File: config.mk
export PLATFORM = sky130hd
export DESIGN_NAME = clkdiv_prog
export DESIGN_NICKNAME = d
export VERILOG_FILES = /design/src/rtl/clkdiv_prog.sv
export SDC_FILE = /design/constraint.sdc
export NUM_CORES = 1
export LEC_CHECK = 0
export ABC_AREA = 1
export BUFFER_PORTS_ARGS = -buffer_cell sky130_fd_sc_hd__buf_2
export CAP_MARGIN = 20
export CORE_UTILIZATION = 50
export CTS_BUF_LIST = sky130_fd_sc_hd__clkbuf_16
export CTS_CLUSTER_SIZE = 28
export DETAILED_ROUTE_END_ITERATION = 7
export PLACE_DENSITY = 0.66
export SKIP_LAST_GASP = 1
export SYNTH_ARGS = -nofsm -noshare
export SYNTH_HDL_FRONTEND = slang
export SYNTH_SLANG_ARGS = --single-unit
File: constraint.sdc
create_clock -name clk -period 3.49 [get_ports clk]
set_input_delay 0.1745 -clock clk [delete_from_list [all_inputs] [get_ports clk]]
set_output_delay 0.1745 -clock clk [all_outputs]
set_load 0.05 [all_outputs]
File: src/rtl/clkdiv_prog.sv
// Runtime-programmable integer clock divider: registered square wave `q` and
// period strobe `tick` at f(clk)/N. Define CLKDIV_IMMEDIATE_LOAD_EN to apply loads at once.
module clkdiv_prog #(
  parameter int WIDTH     = 8,
  parameter int RESET_DIV = 2
) (
  input  logic             clk,
  input  logic             reset,
  input  logic             load,
  input  logic [WIDTH-1:0] div_in,
  output logic             q,
  output logic             tick,
  output logic             pending,
  output logic [WIDTH-1:0] div_active
);

  localparam logic [WIDTH-1:0] RESET_N = WIDTH'(RESET_DIV);
  localparam logic [WIDTH-1:0] ONE     = WIDTH'(1);

  logic [WIDTH-1:0] n_reg, n_next;
  logic [WIDTH-1:0] p_reg, p_next;
  logic             run_reg;
  logic             q_reg, q_next;
  logic             tick_reg, tick_next;
  logic             boundary;

`ifndef CLKDIV_IMMEDIATE_LOAD_EN
  logic [WIDTH-1:0] pend_div_reg, pend_div_next;
  logic             pend_reg, pend_next;
`endif

  // The first edge out of reset counts as a boundary so that it enters phase 0
  // instead of advancing from it; N of 0 or 1 makes every edge a boundary.
  always_comb begin
    boundary = !run_reg || (n_reg <= ONE) || (p_reg == n_reg - ONE);
  end

`ifdef CLKDIV_IMMEDIATE_LOAD_EN
  always_comb begin
    n_next = n_reg;
    p_next = '0;
    if (load) begin
      n_next = div_in;
    end else if (!boundary) begin
      p_next = p_reg + ONE;
    end
  end

  assign pending = 1'b0;
`else
  always_comb begin
    n_next        = n_reg;
    p_next        = '0;
    pend_div_next = pend_div_reg;
    pend_next     = pend_reg;
    if (boundary) begin
      // A load on the boundary edge beats any older pending value.
      if (load) begin
        n_next = div_in;
      end else if (pend_reg) begin
        n_next = pend_div_reg;
      end
      pend_next = 1'b0;
    end else begin
      p_next = p_reg + ONE;
      if (load) begin
        pend_div_next = div_in;
        pend_next     = 1'b1;
      end
    end
  end

  always_ff @(posedge clk) begin
    if (reset) begin
      pend_div_reg <= '0;
      pend_reg     <= 1'b0;
    end else begin
      pend_div_reg <= pend_div_next;
      pend_reg     <= pend_next;
    end
  end

  assign pending = pend_reg;
`endif

  // Decode from the next phase so the registered outputs line up with p_reg.
  always_comb begin
    q_next    = (p_next < (n_next >> 1));
    tick_next = (n_next != '0) && (p_next == n_next - ONE);
  end

  always_ff @(posedge clk) begin
    if (reset) begin
      n_reg    <= RESET_N;
      p_reg    <= '0;
      run_reg  <= 1'b0;
      q_reg    <= 1'b0;
      tick_reg <= 1'b0;
    end else begin
      n_reg    <= n_next;
      p_reg    <= p_next;
      run_reg  <= 1'b1;
      q_reg    <= q_next;
      tick_reg <= tick_next;
    end
  end

  assign q          = q_reg;
  assign tick       = tick_reg;
  assign div_active = n_reg;

endmodule
==> After elaboration in Yosys (flattened, before gate mapping) <==
Cells that the tools add are included.
{ "totals": {"latchBits": 0, "inputBits": 11, "output_inout_bits": 11, "mem_bits_rw": 0, "mem_count": 0, "ff_bits": 28, "elab_cells": 27, "mem_bits_ro": 0} }
{ "op_classes": {"shifts": 0, "mux": 5, "n_mul": 0, "n_lt_le_gt_ge": 2, "n_bitwise": 1, "n_reduce_logical": 7, "div": 0, "eq_ne": 2, "add_sub_neg": 3} }
{ "op_table": {"columns": ["op", "count"], "rows": [
  ["8-bit two-way mux", 4],
  ["8-bit == test", 2],
  ["8-bit by 1-bit subtractor with 8-bit output (second input constant)", 2],
  ["8-bit by 1-bit adder with 8-bit output (second input constant)", 1],
  ["8-bit by 1-bit <= comparator with 1-bit output (second input constant)", 1],
  ["8-bit by 7-bit < comparator with 1-bit output", 1],
  ["8-bit nonzero test", 1],
  ["1-bit logical OR", 2],
  ["2-bit AND reduction", 1],
  ["2-bit OR reduction", 1],
  ["1-bit logical AND", 1],
  ["1-bit logical NOT", 1],
  ["1-bit two-way mux", 1],
  ["1-bit inverter", 1]
]} }

==> Depth between registers and ports, before layout <==
Gate-level depths: netlist of the first run.
{ "depth": {"depth_word": 7, "depth_mapped": 25, "depth_no_buf": 25} }

==> Worst setup path after synthesis of the first run <==
No wires, ideal clock.
{ "synth_timing": {"kind": "register -> register", "startpoint": "register n_reg[0] (netlist: div_active[0])", "endpoint": "register tick_reg (netlist: tick)", "required_ns": 3.378, "arrival_ns": 2.993, "path_slack_ns": 0.386, "n_path_buf": 1, "path_stages_with_launch": 24, "setup_time_ns": 0.112, "synth_period_minus_slack_ns": 3.104, "path_cell_list": "dfxtp_1 > inv_2 > ha_1 > nand2_1 > inv_1 > nor2_1 > nand2_1 > nor2_2 > nand3_2 > nor2_4 > nand2_4 > nand2_8 > buf_8 > nand2_1 > nand2_1 > inv_1 > ha_1 > or2_1 > nand3_1 > nor2_1 > nand3_1 > nor2_1 > nand2_1 > nor2_2"} }
{ "synth_via": {"elab_chain_len": 7, "elab_cells_between_ends": 13, "cone_classes": "2 x add/sub; 1 x order compare; 2 x eq/ne; 4 x mux; 4 x reduce/logical"} }
{ "synth_rtl": {"columns": ["item", "line_no", "rtl"], "rows": [
  ["start, declared", "20", "logic [WIDTH-1:0] n_reg, n_next;"],
  ["start signal, assigned", "100", "n_reg <= n_next;"],
  ["8-bit by 1-bit subtractor with 8-bit output or 8-bit by 1-bit <= comparator with 1-bit output (tied branches)", "35", "boundary = !run_reg || (n_reg <= ONE) || (p_reg == n_reg - ONE);"],
  ["8-bit == test or 1-bit logical OR (tied branches)", "35", null],
  ["1-bit logical OR", "35", null],
  ["8-bit two-way mux", "56", "if (boundary) begin"],
  ["8-bit by 1-bit subtractor with 8-bit output", "89", "tick_next = (n_next != '0) && (p_next == n_next - ONE);"],
  ["8-bit == test", "89", null],
  ["1-bit logical AND *", "89", null],
  ["end signal, assigned", "104", "tick_reg <= tick_next;"],
  ["end, declared", "24", "logic tick_reg, tick_next;"]
]} }
Every way passes the cells marked *; elsewhere a longest branch is shown, timed or not.
A chain may end at the register's enable or synchronous reset.

==> Worst setup path after layout of the first run <==
Same ends and word-level chain as after synthesis.

==> impl_results.md, run 1 <==
- Crit path required time: 3.71 ns
- MaxCap Viol Count: 0
- Status: complete, no violations
- Seq/Total Area, Yosys: 25.6%
- DRC Markers: 0
- First-pass GRT wire length: approximately 9100 um
- Clock root cell: clkbuf_16
- Worst Hold Class: input pin to flop
- Vias in the first global route: between 1500 and 2000
- Synthesized flop and latch total: 28
- Clock Latency Late Sink: 0.27 ns
- Power per Cell Area: 433 mW/mm^2
- Die area: 0.00464 sq mm
- Vias per cell: 5.11
- Pint: 0.669 mW
- Clk buf depth: 2
- CTS tree: built
- Top FF cell, synth: dfxtp_1
- Synth warnings: 0
- Leak Pwr: 1.21 nW
- Syn Area/Cell: 6.26 sq um
- Final Hold Fails: 0
- # diodes: 0
- PortBufs: 21
- Commonest non-fill, non-tap cell in the layout: nand2_1
- P&R area growth vs syn: 9.56%
- Reg power frac: 35.1%
- Worst setup SP type: flop
- Clock sink count: 28
- Worst-margin pin slew: between 0.5 and 0.6 ns
- Core Area: slightly above 0.004 sq mm
- Gr ovfl total: 0
- Max FO, Critical Path: 16
- Hold-fix buffers, CTS: 0
- DPL Wire Length: 4340 um
- Max Freq: 325 MHz
- Row count: 23
- Skew final: 0.00478 ns
- Number of setup buffers added after CTS: 0
- Vias: 2114
- Antenna violations before repair: 0
- Setup TNS: 0 ns
- Largest net degree at the start of global routing: 23
- Period Utilization, post-route: 88.2%
- Nets: between 300 and 400
- Switch share: 35.5%
- Synth Instances: about 350
- RSZ-0062 raised after global routing: false
- Drt first-iter violations: ~130
- Routed WL: 5540 um
- Net Count, Synth: 370
- Drt wl/cell: 13.4 um
- Worst R2R Setup Slack: 0.41 ns
- Yosys cell types: 34
- Die Y: 68.1 um
- Switching Power: 0.368 mW
- # IOs: 22
- Final setup vio count: 0
- Worst hold slack: 0.186 ns
- Share of total power in combinational logic: 31.2%
- Drt first pass iters: 5
- CTS clk-pin slew, worst paths: 0.07 ns
- Cell Area, Synth: around 0.0022 sq mm
- Final worst path period need: between 3 and 4 ns
- Initial Utilization: 53.5%
- Share of layout cells above drive strength 1: 17.6%
- H-tree depth: 1
- RePlAce Congestion: 0.927
- Slew Limit Fails: 0
- Rel. slew slack: 65.6%
- Post-synth EDFFs: 0
- CP Class: flop to flop
- FFs w/ async S/R, synth: 0%
- Num CTS Buffers: 3
- Critical path capture point type: flop
- Peak VDD IR: 0.000200 V
- Crit path DAT: ~3.3 ns
- Die width: 68.1 um
- Most frequent cells in the layout: nand2_1 (97), inv_1 (38), nand3_1 (37)
- Clock share of power: roughly 34%
- DRT antenna net count: 0
- Gates resized, CTS repair: 0
- Total track usage: 26.3%
-- synthesized netlist by cell type, types with 5 or more instances --
cell / number / area [sq um]
nor2_1: 36 / 135
nand3_1: 37 / 185
inv_1: 38 / 143
o21ai_0: 10 / 50.1
o211ai_1: 5 / 37.5
nand2_1: 97 / 364
a21oi_1: 14 / 70.1
inv_2: 11 / 41.3
nand2_2: 9 / 56.3
ha_1: 10 / 125
dfxtp_1: 28 / 561
nor2_2: 8 / 50.1
-- cells by family after synthesis --
group / Yosys count / synth area share, %
AOI/OAI and AO/OA: 33 / 8.24
and+or+nand+nor: 209 / 44.6
muxes: 1 / 0.458
xor gates and xnor gates: 8 / 3.84
adders and majority gates: 10 / 5.72
buffers and inverters: 60 / 11.5
DFF: 28 / 25.6
-- worst paths after layout --
check                        from              end  depth (start not counted)
setup reg to reg    div_active[0]             tick                         24
setup / recovery    div_active[0]             tick                         24
hold / removal          div_in[2]  pend_div_reg[2]                          3
hold reg to reg   pend_div_reg[5]  pend_div_reg[5]                          2
-- per-layer routing --
layer / track usage, % / routed length, um / share of wire, %
met5: 0 / 0 / 0
met2: 43.3 / 2460 / 44
met1: 35.9 / 2760 / 50
met4: 7.81 / 71 / 1.3
met3: 2.83 / 251 / 4.5
-- power groups by stage --
| stage | combinational (mW) | sequential (mW) | clock [mW] |
|---|---|---|---|
| CTS | 0.323 | 0.364 | 0.350 |
| global placement | 0.319 | 0.371 | 0 |
| global route | 0.367 | 0.367 | 0.356 |
| detailed placement | 0.322 | 0.371 | 0 |
| floorplan | 0.226 | 0.400 | 0 |
| finish | 0.324 | 0.364 | 0.349 |
-- area by class of cell --
type,count,area (sq um)
clock buffers,3,75.1
clock inverters,1,30.0
fillers,423,1690
inverters,50,188
multi-input cells,261,1370
flip-flops and latches,28,561
well taps,50,62.6
repair buffers,21,105
-- worst max-delay path, stage by stage (launching register included) --
cell and delay, ns:
dfxtp_1 0.46, inv_2 0.10, ha_1 0.31, nand2_1 0.06, inv_1 0.04, nor2_1 0.07
nand2_1 0.07, nor2_2 0.11, nand3_2 0.08, nor2_4 0.13, nand2_4 0.13, nand2_8 0.15
inv_2 0.13, nand2_1 0.09, nand2_1 0.08, inv_1 0.14, ha_1 0.27, nand3_1 0.12
nand2_1 0.09, inv_2 0.03, nor2_1 0.08, nand3_1 0.08, nor2_1 0.08, nand2_1 0.06
nor2_2 0.06
-- per-stage QoR --
step | instances | cell area [sq um] | utilization, % | total power, mW | setup slack [ns]
detailed placement | 410 | 2290 | 56.0 | 0.693 | 0.450
floorplan | 349 | 2190 | - | 0.626 | 0.386
global placement | 410 | 2290 | 56.0 | 0.690 | 0.553
finish | 414 | 2390 | 58.6 | 1.04 | 0.413
global route | 414 | 2390 | 58.6 | 1.09 | 0.0318
CTS | 414 | 2390 | 58.6 | 1.04 | 0.430
No activity file was read; power rests on OpenSTA's default activity.
==> run 2, diff against run 1 <==
--- a/config.mk
+++ b/config.mk
@@ -12,7 +12,7 @@
 export CTS_BUF_LIST = sky130_fd_sc_hd__clkbuf_16
 export CTS_CLUSTER_SIZE = 28
 export DETAILED_ROUTE_END_ITERATION = 7
-export PLACE_DENSITY = 0.66
+export PLACE_DENSITY = 0.69
 export SKIP_LAST_GASP = 1
 export SYNTH_ARGS = -nofsm -noshare
 export SYNTH_HDL_FRONTEND = slang
==> impl_results.md, run 2 (synthesis gave the netlist of run 1 again) <==
- Status: complete, no violations
- CP Class: flop to flop
- Slew Limit Fails: 0 (unchanged)
- DPL Wire Length: 4110 um (-5.2%)
- Skew final: 0.00595 ns (+0.00118 ns)
- Routed WL: 5270 um (-4.9%)
- Worst Hold Class: input pin to flop
- CP cell instances: inv_2 > ha_1 > or2_1 > nand2_1 > nand2_1 > nand2_1 > nand3_1 > nor2_2 > nand2_4 > nand2_8 > inv_2 > nand2_1 > nand2_1 > inv_1 > ha_1 > nand3_1 > nand2_1 > inv_2 > nor2_1 > nand3_1 > nor2_1 > nand2_1 > nor2_2
- Gates resized, CTS repair: 0 (unchanged)
- CTS clk-pin slew, worst paths: 0.07 ns (about the same)
- Nets: 386 (unchanged)
- Final Hold Fails: 0 (unchanged)
- H-tree depth: 1 (unchanged)
- Worst-margin pin slew: 0.504 ns (-0.0120 ns)
- Leak Pwr: 1.21 nW (unchanged)
- MaxCap Viol Count: 0 (unchanged)
- Max Freq: 325 MHz (about the same)
- Total track usage: 25.2% (-1.1 points)
- Period Utilization, post-route: 88.1% (about the same)
- Most frequent cells in the layout: nand2_1 (97), inv_1 (38), nand3_1 (37)
- Num CTS Buffers: 3 (unchanged)
- Drt wl/cell: 12.7 um (-4.9%)
- Peak VDD IR: 0.000210 V (+5.0%)
- RSZ-0062 raised after global routing: false
- Gr ovfl total: 0 (unchanged)
- P&R area growth vs syn: 9.56% (unchanged)
- Clock Latency Late Sink: 0.27 ns (about the same)
- Final worst path period need: 3.07 ns (-0.00270 ns)
- Largest net degree at the start of global routing: 23 (unchanged)
- Clock sink count: 28 (unchanged)
- First-pass GRT wire length: 8770 um (-3.1%)
- Worst slack, placed: 0.458 ns (+0.00793 ns)
- # IOs: 22 (unchanged)
- Setup ws final: 0.416 ns (+0.00270 ns)
- Power Total: 1.03 mW (-1.0%)
- Crit path DAT: 3.28 ns (about the same)
- Setup TNS: 0 ns (unchanged)
- Row count: 23 (unchanged)
- Rel. slew slack: 66.4% (+0.80 points)
- DRC Markers: 0 (unchanged)
- Die width: 68.1 um (unchanged)
- Power per Cell Area: 429 mW/mm^2 (-1.0%)
- Max FO, Critical Path: 16 (unchanged)
- Commonest non-fill, non-tap cell in the layout: nand2_1
- Slowest CP cell: dfxtp_1
- Vias in the first global route: 1939 (-0.36%)
- Number of setup buffers added after CTS: 0 (unchanged)
- CTS tree: built
- Clk buf depth: 2 (unchanged)
- Final setup vio count: 0 (unchanged)
- Worst setup SP type: flop
- Die area: 0.00464 sq mm (unchanged)
- Antenna violations before repair: 0 (unchanged)
- CP peak stage delay: 0.46 ns (about the same)
- Initial Utilization: 53.5% (unchanged)
- Drt first-iter violations: 90 (-32%)
- Share of layout cells above drive strength 1: 17.6% (unchanged)
- Core Area: 0.00409 sq mm (unchanged)
- Drt first pass iters: 4 (-1)
- DRT antenna net count: 0 (unchanged)
- Most common cell on crit path: nand2_1
- Critical path capture point type: flop
- Clock root cell: clkbuf_16
- RePlAce Congestion: 0.916 (-1.2%)
- # diodes: 0 (unchanged)
- Crit path required time: 3.70 ns (about the same)
- Hold-fix buffers, CTS: 0 (unchanged)
- Vias per cell: 5.06 (-0.95%)
- Die Y: 68.1 um (unchanged)
- Vias: 2094 (-0.95%)
- PortBufs: 21 (unchanged)
[run 2: worst max-delay path: cells and delay by family, from the launching register on]
kind,cells,cell delay (ns)
buffers and inverters,4,0.40
and+or+nand+nor,17,1.63
adders and majority gates,2,0.52
DFF,1,0.46
[run 2: worst paths after layout]
| check | start | end | slack (ns) | cells after the start |
|---|---|---|---|---|
| worst min-delay path | div_in[1] | pend_div_reg[1] | 0.19 | 3 |
| worst max-delay path | div_active[0] | tick | 0.42 | 23 |
| worst max register to register | div_active[0] | tick | 0.42 | 23 |
| worst min register to register | pend_div_reg[5] | pend_div_reg[5] | 0.46 | 2 |
[run 2: cell type report]
type                            count  area (sq um)
Fill cell                         413          1690
Clock buffer                        3          75.1
Timing Repair Buffer               21           105
Clock inverter                      1          30.0
Sequential cell                    28           561
Inverter                           50           188
Tap cell                           50          62.6
Multi-Input combinational cell    261          1370
[run 2: where the power goes]
part	switching [mW]	total [mW]	internal, mW	leakage, nW
logic	0.219	0.320	0.101	0.931
registers	0.0246	0.363	0.339	0.230
clock network	0.114	0.343	0.229	0.0511
total	0.358	1.03	0.668	1.21
[run 2: routing by layer]
layer	wire (um)	share of wire (%)	vias to the layer above	GRT usage, %
met5	0	0	-	0
met2	2400	46	34	41.7
met3	226	4.3	7	2.83
met1	2580	49	925	34.7
li1	-	-	1128	-
met4	59	1.1	0	5.99
[run 2: through the flow]
| step | area, sq um | hold WS [ns] | util, % | std cells |
|---|---|---|---|---|
| floorplan | 2190 | 0.280 | - | 349 |
| global placement | 2290 | 0.445 | 56.0 | 410 |
| detailed placement | 2290 | 0.448 | 56.0 | 410 |
| CTS | 2390 | 0.189 | 58.6 | 414 |
| global route | 2390 | 0.195 | 58.6 | 414 |
| finish | 2390 | 0.187 | 58.6 | 414 |
==> run 3, diff against run 2 <==
--- a/config.mk
+++ b/config.mk
@@ -12,8 +12,8 @@
 export CTS_BUF_LIST = sky130_fd_sc_hd__clkbuf_16
 export CTS_CLUSTER_SIZE = 28
 export DETAILED_ROUTE_END_ITERATION = 7
+export GPL_TIMING_DRIVEN = 0
 export PLACE_DENSITY = 0.69
-export SKIP_LAST_GASP = 1
 export SYNTH_ARGS = -nofsm -noshare
 export SYNTH_HDL_FRONTEND = slang
 export SYNTH_SLANG_ARGS = --single-unit
==> constraint.sdc (replaced) <==
create_clock -name clk -period 3.49 [get_ports clk]
set_input_delay 0.1745 -clock clk [delete_from_list [all_inputs] [get_ports clk]]
set_output_delay 0.1745 -clock clk [all_outputs]
set_load 0.02 [all_outputs]
==> impl_results.md, run 3 (synthesis gave the netlist of run 1 again) <==
- Antenna violations before repair: 0 (unchanged)
- PortBufs: 21 (unchanged)
- CTS tree: built
- Max FO, Critical Path: 10 (-6)
- # IOs: 22 (unchanged)
- Status: complete, no violations
- Met3 WL post-DR: 403 um (+78%)
- Clk buf depth: 2 (unchanged)
- Buf/Inv on CP: 4 (unchanged)
- Share of layout cells above drive strength 1: 19.0% (+1.4 points)
- CP Launch Point: div_active[1]
- Drt first pass iters: 4 (unchanged)
- Slowest CP cell: dfxtp_1
- Hold-fix buffers, CTS: 0 (unchanged)
- Worst hold slack: 0.181 ns (-0.00618 ns)
- Leak Pwr: 1.25 nW (+2.8%)
- Met1 Wirelength: 2640 um (+2.4%)
- Peak VDD IR: 0.000221 V (+5.1%)
- Worst R2R Setup Slack: 0.39 ns (-0.03 ns)
- Rel. slew slack: 62.9% (-3.5 points)
- Die Y: 68.1 um (unchanged)
- Reg-to-Reg End: tick
- DR top layer: met4
- Routed WL: 5600 um (+6.2%)
- Die area: 0.00464 sq mm (unchanged)
- Most common cell on crit path: nand2_1
- Met2 WL: 2520 um (+4.7%)
- Critical path capture point type: flop
- Final worst path period need: 3.10 ns (+0.0275 ns)
- CTS clk-pin slew, worst paths: 0.07 ns (about the same)
- Drt wl/cell: 13.2 um (+3.7%)
- DRC Markers: 0 (unchanged)
- Worst-margin pin slew: 0.557 ns (+0.0529 ns)
- Commonest non-fill, non-tap cell in the layout: nand2_1
- Total track usage: 26.7% (+1.5 points)
- Vias: 2202 (+5.2%)
- Power per Cell Area: 415 mW/mm^2 (-3.1%)
- Top delay family on crit path: simple AND/OR/NAND/NOR gates
- RePlAce Congestion: 0.861 (-6.1%)
- P&R area growth vs syn: 12.5%
- Max Freq: 322 MHz (-0.89%)
- Setup ws final: 0.388 ns (-0.0275 ns)
- Worst slack, placed: 0.351 ns (-0.107 ns)
- Die width: 68.1 um (unchanged)
- Nets: 396 (+2.6%)
- Clock sink count: 28 (unchanged)
- Largest net degree at the start of global routing: 17 (-26%)
- WP depth: 23 (unchanged)
- Final Hold Fails: 0 (unchanged)
- Num CTS Buffers: 3 (unchanged)
- DPL Wire Length: 4340 um (+5.6%)
- Most frequent cells in the layout: nand2_1 (97), inv_1 (38), nand3_1 (37)
- Slew Limit Fails: 0 (unchanged)
- # diodes: 0 (unchanged)
- Clock Latency Late Sink: 0.27 ns (about the same)
- Skew final: 0.00716 ns (+0.00120 ns)
- Number of setup buffers added after CTS: 0 (unchanged)
- Worst Hold Class: input pin to flop
- Crit path DAT: 3.27 ns (about the same)
- Vias in the first global route: 1961 (+1.1%)
- DRT antenna net count: 0 (unchanged)
- MaxCap Viol Count: 0 (unchanged)
- Finished Cell Area: 0.00246 sq mm (+2.7%)
- Final setup vio count: 0 (unchanged)
- Row count: 23 (unchanged)
- Clock root cell: clkbuf_16
- H-tree depth: 1 (unchanged)
- Placement-stage cell area: 0.00235 sq mm (+2.8%)
- Worst R2R Start: div_active[1]
- Drt first-iter violations: 136 (+51%)
- Core Area: 0.00409 sq mm (unchanged)
- Gr ovfl total: 0 (unchanged)
- Setup TNS: 0 ns (unchanged)
- Period Utilization, post-route: 88.9% (+0.79 points)
- Crit path required time: 3.66 ns (-0.04 ns)
- CP Class: flop to flop
- Worst setup SP type: flop
- Initial Utilization: 53.5% (unchanged)
- Critical path endpoint: tick
- Vias per cell: 5.19 (+2.7%)
- First-pass GRT wire length: 9050 um (+3.1%)
- CP cell instances: inv_1 > ha_1 > nand2_1 > inv_1 > nor2_1 > nand2_1 > nor2_2 > nand3_2 > nor2_4 > nand2_4 > nand2_8 > buf_8 > nand2_1 > nand2_1 > inv_1 > ha_1 > or2_1 > nand3_1 > nor2_1 > nand3_1 > nor2_1 > nand2_1 > nor2_2
- Reg2Reg Depth: 23 (unchanged)
- CP peak stage delay: 0.41 ns (-0.05 ns)
- RSZ-0062 raised after global routing: false
==> run 3: worst reg2reg max path: cells and delay by family, from the launching register on <==
kind	cells	cell delay (ns)
buf+inv	4	0.43
fa+ha+maj	2	0.62
flops	1	0.41
simple gates	17	1.56
==> run 3: repair_timing <==
action / CTS / global route
gates resized for setup: 0 / 1
endpoints found under the hold margin: 0 / 0
setup endpoints to repair: 0 / 1
==> run 3: power breakdown <==
group | internal, mW | leakage [nW] | switching (mW)
combinational | 0.110 | 0.965 | 0.204
sequential | 0.339 | 0.230 | 0.0228
clock | 0.229 | 0.0511 | 0.117
==> run 3: area by class of cell <==
cell class | count | area, sq um
plain buffers | 10 | 63.8
clock buffers | 3 | 75.1
clock inverters | 1 | 30.0
fillers | 406 | 1630
inverters | 50 | 188
multi-input cells | 261 | 1370
flip-flops and latches | 28 | 562
well taps | 50 | 62.6
repair buffers | 21 | 105
==> run 3: how the worst min path moves through the flow <==
stage | from | to | slack (ns) | cells past startpoint
3_3_place_gp | pend_div_reg[5] | pend_div_reg[5] | 0.44 | 2
2_1_floorplan | reset | run_reg | 0.28 | 1
3_5_place_dp | pend_div_reg[5] | pend_div_reg[5] | 0.45 | 2
6_report | div_in[0] | pend_div_reg[0] | 0.18 | 3
5_1_grt | div_in[7] | pend_div_reg[7] | 0.20 | 3
4_1_cts | div_in[0] | pend_div_reg[0] | 0.18 | 3
==> run 3: metrics by stage <==
| step | utilization, % | cells | power, mW |
|---|---|---|---|
| after CTS | 60.2 | 424 | 1.02 |
| after global routing | 60.2 | 424 | 1.08 |
| final | 60.2 | 424 | 1.02 |
| after global placement | 57.6 | 420 | 0.675 |
| after detailed placement | 57.6 | 420 | 0.679 |
| after floorplan | - | 349 | 0.602 |
==> run 3: per-layer routing <==
metal	vias to the layer above	global-route usage, %
met4	0	5.99
met5	-	0
met1	993	36.5
li1	1143	-
met2	62	44.7
met3	4	3.00
